<file path="src/rtl/ppu_ctrl_pipeline.sv">
// Post-ID control pipeline for the PPU core. It carries ctrl/rd/valid through N_STAGES,
// inserts load-use bubbles, applies flush and freeze, and produces forwarding selects.
module ppu_ctrl_pipeline #(
  parameter int CTRL_W   = 27,
  parameter int N_STAGES = 3,
  parameter int LOAD_BIT = 0,
  parameter int RFEN_BIT = 1,
  parameter int CNT_W    = 16
) (
  input  logic                         clk,
  input  logic                         Reset,
  input  logic [CTRL_W-1:0]            id_ctrl,
  input  logic                         id_valid,
  input  logic [4:0]                   id_rd,
  input  logic [4:0]                   id_rs1,
  input  logic [4:0]                   id_rs2,
  input  logic                         id_use_rs1,
  input  logic                         id_use_rs2,
  input  logic                         flush,
  input  logic                         ext_stall,
  output logic [N_STAGES*CTRL_W-1:0]   stg_ctrl,
  output logic [N_STAGES*5-1:0]        stg_rd,
  output logic [N_STAGES-1:0]          stg_valid,
  output logic                         pc_le,
  output logic                         if_id_le,
  output logic                         if_id_clr,
  output logic                         nop_sel,
  output logic [1:0]                   fwd_a,
  output logic [1:0]                   fwd_b,
  output logic [CNT_W-1:0]             stall_cnt
);

  localparam int FWD_N = (N_STAGES < 3) ? N_STAGES : 3;

  // Per-cycle pipeline action, decided by priority Reset > freeze > flush > bubble > run.
  typedef enum logic [2:0] {
    MODE_RESET,
    MODE_FREEZE,
    MODE_FLUSH,
    MODE_BUBBLE,
    MODE_RUN
  } mode_e;

  mode_e               mode;
  logic                hazard;
  logic [CTRL_W-1:0]   ctrl_q [N_STAGES];
  logic [CTRL_W-1:0]   ctrl_d [N_STAGES];
  logic [4:0]          rd_q   [N_STAGES];
  logic [4:0]          rd_d   [N_STAGES];
  logic [N_STAGES-1:0] valid_q, valid_d;
  logic [CNT_W-1:0]    cnt_q, cnt_d;

  always_comb begin
    hazard = id_valid & valid_q[0] & ctrl_q[0][LOAD_BIT] & (rd_q[0] != 5'd0) &
             ((id_use_rs1 & (id_rs1 == rd_q[0])) | (id_use_rs2 & (id_rs2 == rd_q[0])));
  end

  always_comb begin
    if (Reset)          mode = MODE_RESET;
    else if (ext_stall) mode = MODE_FREEZE;
    else if (flush)     mode = MODE_FLUSH;
    else if (hazard)    mode = MODE_BUBBLE;
    else                mode = MODE_RUN;
  end

  always_comb begin
    pc_le     = 1'b1;
    if_id_le  = 1'b1;
    if_id_clr = 1'b0;
    nop_sel   = 1'b0;
    unique case (mode)
      MODE_RESET:  begin pc_le = 1'b0; if_id_le = 1'b0; if_id_clr = 1'b1; nop_sel = 1'b1; end
      MODE_FREEZE: begin pc_le = 1'b0; if_id_le = 1'b0; end
      MODE_FLUSH:  begin if_id_clr = 1'b1; nop_sel = 1'b1; end
      MODE_BUBBLE: begin pc_le = 1'b0; if_id_le = 1'b0; nop_sel = 1'b1; end
      default:     ;
    endcase
  end

  always_comb begin
    ctrl_d  = ctrl_q;
    rd_d    = rd_q;
    valid_d = valid_q;
    cnt_d   = cnt_q;
    if (mode == MODE_FLUSH || mode == MODE_BUBBLE || mode == MODE_RUN) begin
      for (int k = 1; k < N_STAGES; k++) begin
        ctrl_d[k]  = ctrl_q[k-1];
        rd_d[k]    = rd_q[k-1];
        valid_d[k] = valid_q[k-1];
      end
      if (mode == MODE_RUN) begin
        ctrl_d[0]  = id_ctrl;
        rd_d[0]    = id_rd;
        valid_d[0] = id_valid;
      end else begin
        ctrl_d[0]  = '0;
        rd_d[0]    = '0;
        valid_d[0] = 1'b0;
      end
    end
    if (mode == MODE_BUBBLE && cnt_q != '1) cnt_d = cnt_q + CNT_W'(1);
  end

  always_ff @(posedge clk) begin
    if (Reset) begin
      for (int k = 0; k < N_STAGES; k++) begin
        ctrl_q[k] <= '0;
        rd_q[k]   <= '0;
      end
      valid_q <= '0;
      cnt_q   <= '0;
    end else begin
      for (int k = 0; k < N_STAGES; k++) begin
        ctrl_q[k] <= ctrl_d[k];
        rd_q[k]   <= rd_d[k];
      end
      valid_q <= valid_d;
      cnt_q   <= cnt_d;
    end
  end

  // Descending scan so the youngest matching stage wins; a load in EX is left to the bubble.
  always_comb begin
    fwd_a = 2'd0;
    fwd_b = 2'd0;
    if (!Reset) begin
      for (int k = FWD_N - 1; k >= 0; k--) begin
        if (valid_q[k] && ctrl_q[k][RFEN_BIT] && (rd_q[k] != 5'd0) &&
            (k != 0 || !ctrl_q[0][LOAD_BIT])) begin
          if (rd_q[k] == id_rs1) fwd_a = 2'(k + 1);
          if (rd_q[k] == id_rs2) fwd_b = 2'(k + 1);
        end
      end
    end
  end

  for (genvar g = 0; g < N_STAGES; g++) begin : g_pack
    assign stg_ctrl[g*CTRL_W +: CTRL_W] = ctrl_q[g];
    assign stg_rd[g*5 +: 5]             = rd_q[g];
  end
  assign stg_valid = valid_q;
  assign stall_cnt = cnt_q;

endmodule

</file>
<file path="config.mk">
export PLATFORM = sky130hd
export DESIGN_NAME = ppu_ctrl_pipeline
export DESIGN_NICKNAME = d
export VERILOG_FILES = /design/src/rtl/ppu_ctrl_pipeline.sv
export SDC_FILE = /design/constraint.sdc
export NUM_CORES = 1
export LEC_CHECK = 0
export CORE_UTILIZATION = 45
export DETAILED_ROUTE_END_ITERATION = 8
export PLACE_DENSITY = 0.81
export SLEW_MARGIN = 30
export SYNTH_ARGS = -nofsm -noshare
export SYNTH_HDL_FRONTEND = slang
export SYNTH_SLANG_ARGS = --single-unit
</file>
<file path="constraint.sdc">
create_clock -name clk -period 2.3 [get_ports clk]
set_clock_uncertainty 0.05 [all_clocks]
set_input_delay 0.46 -clock clk [delete_from_list [all_inputs] [get_ports clk]]
set_output_delay 0.46 -clock clk [all_outputs]
set_load 0.02 [all_outputs]
</file>
==> run metrics <==
first-pass GRT wire length 22.4 mm; minimum clock period 2.63 ns; final setup margin -0.334 ns; Tcrit/Tclk final 115%; WHS Endpoint stall_cnt[14]; slew margin rel. 46.3%; Final Slew Violations 0; area grow syn2layout 58.0%; Worst-path clk slew 0.06 ns; Hold Crit Start Reset; yosys synthesis warning count 0; Post-route DRC 0; clock buffer depth 2; syn_area_per_cell 10.2 sq um; Buf/Inv on CP 2; multi-input logic area 2330 sq um; # port buffers 171; syn nets 514; DP Area 6860 sq um; CP Cell Sequence or4_4, o211ai_1, buf_4, nor4_4, nor2b_1, nor3_2, buf_4; DR vias 4437; Slew @ Worst Pin 0.806 ns; unrepaired setup endpoints after global routing true; failing checks negative setup slack; CP Launch Type flop; Fill cells 755; Post-synth EDFFs 0; Critical Path Fanout Max 2; pre-CTS setup slack -0.731 ns; commonest non-fill, non-tap cell in the layout clkdlybuf4s50_1; core area 10300 sq um; DIE AREA 10900 sq um; Data required, critical path 1.79 ns; Initial Utilization 46.1%; initial antenna violation count 0; Seq cells post-synth 115; WL per Instance 16.9 um; Int Power 3680 uW; Routed WL 14.0 mm; cells on worst reg2reg path 7; CTS sink count 115; chip height 105 um; Max stage delay on crit path 0.54 ns; sequential-to-total area share from yosys stat 48.6%; register-to-register setup slack 0.12 ns; largest net degree at the start of global routing 67; placed wire-length estimate 9.80 mm; CTS tree done; Ports 172; Switching Share 25.9%; combinational share of power 10.1%; final setup vio count 7; Die Width 105 um; # Max-Cap Violations 0; Placer Congestion 0.978; synth unique cells 49; Synth Instances 464; Psw 1280 uW; Hold Crit Class in2reg; number of stages on the worst hold path 2; VDD IR max 544 uV; total global-route track usage 25.5%; crit-path most repeated cell buf_4; PwrDens 663 nW/um^2; Post-Synthesis Cell Area 4740 sq um; Register Area 2310 sq um; most frequent cells in the layout clkdlybuf4s50_1, dfxtp_1, nor2_1; delay-heaviest family, CP simple AND/OR/NAND/NOR gates; layout cells sized above 1 17.4%; Clock power frac 48.2%; Crit path depth 7; Primary FF master, synth dfxtp_1; Crit Reg-Reg Endpoint stall_cnt[6]; Seq pwr share 41.6%; status finished with violations; Final Hold Fails 0; design area 7490 sq um; Critical Path End Type primary output; overall power 4960 uW; clock latency on the worst-skew pair 0.49 ns; CTS Buf Count 17; vias in the first global route 4527; htree depth 4; setup TNS -1.92 ns; slowest CP cell or4_4; launch point of the worst reg-to-reg path stall_cnt[0]; Async S/R FF share, synth 0%; initial DRC count 241; row cnt 37; Congestion Overflow GR 0; Leak 0.00305 uW; critical path class reg2out; root buf cell clkbuf_8; antenna-violating nets left 0; TritonRoute pass-1 iters 4; fin nets 728; Worst Path Arrival 2.12 ns; Vias/cell 5.37; Max Fclk 380 MHz; # diodes 0
[worst register-to-register path: cells and delay by family, from the launching register on]
family,cells,cell delay (ns)
AO/OA/AOI/OAI,2,0.32
adder cells (fa/ha/maj),1,0.23
buffers and inverters,1,0.19
flip-flops,1,0.37
AND/OR/NAND/NOR,3,0.96
[metal layers]
layer,up-vias,share of wire (%),GRT usage [%]
met5,-,0,0
met4,0,1.5,7.95
met3,19,7.9,8.42
met2,168,49,43.6
met1,2148,41,30.3
li1,2102,-,-
[power by group through the flow]
stage / logic [uW] / registers, uW / clock network (uW)
2_1_floorplan: 188 / 2160 / 0
3_3_place_gp: 488 / 2110 / 0
3_5_place_dp: 495 / 2110 / 0
4_1_cts: 499 / 2070 / 2430
5_1_grt: 535 / 2070 / 2530
6_report: 503 / 2070 / 2390
[registers in the layout (all words and copies together) (netlist names)]
| name | count |
|---|---|
| stall_cnt | 16 |
| stg_valid | 3 |
| stg_rd | 15 |
| stg_ctrl | 81 |
[cells in the mapped netlist (10+ instances only)]
master	number	area [sq um]
or4_1	11	82.6
dfxtp_1	115	2300
nand3_1	10	50.1
mux2i_1	66	661
a22o_1	33	289
xnor2_1	19	166
nand4_1	10	62.6
a21oi_1	14	70.1
nor2_1	74	278
o31ai_1	10	75.1
xor2_1	11	96.3
[stage by stage]
stage          hold WS [ns]  util [%]  cells
3_3_place_gp          0.425      66.7    791
3_5_place_dp          0.437      66.7    791
6_report              0.374      72.9    827
5_1_grt               0.350      72.9    827
4_1_cts               0.344      72.2    824
2_1_floorplan         0.509         -    464
[logic make-up (layout without fill, tap and decap cells)]
logic type	Yosys count	in the layout	synth area share [%]
AO/OA/AOI/OAI	72	73	12.0
multiplexers	70	70	15.0
buffers and inverters	33	259	3.72
flip-flops	115	115	48.6
XOR/XNOR	30	30	5.54
AND/OR/NAND/NOR	143	143	15.0
adder cells (fa/ha/maj)	1	1	0.264
[worst max-delay path by stage]
stage          slack, ns       end  startpoint
3_5_place_dp       -0.73  fwd_a[0]   id_rs1[0]
4_1_cts            -0.32  fwd_a[1]   stg_rd[0]
6_report           -0.33  fwd_a[1]  stg_rd[10]
5_1_grt            -0.43  fwd_a[1]  stg_rd[10]
2_1_floorplan       0.03     pc_le   stg_rd[1]
3_3_place_gp       -0.68   nop_sel   id_rs1[4]
[cell type report]
cell class | count | share of cell area (%)
inverter | 2 | 0.100
clock inverter | 14 | 1.59
sequential | 115 | 30.8
clock buffer | 18 | 5.72
timing repair buffer | 225 | 28.3
multi-input combinational | 317 | 31.1
tap | 136 | 2.27
[timing repair]
item | in CTS | in global routing
buffers inserted | 1 | 2
endpoints found under the hold margin | 0 | 0
gates resized for setup | 42 | 10
setup endpoints to repair | 7 | 15
pin swaps | 3 | 5
cloned | 0 | 1
hold buffers | 0 | 0
No activity file was read; power rests on OpenSTA's default activity.
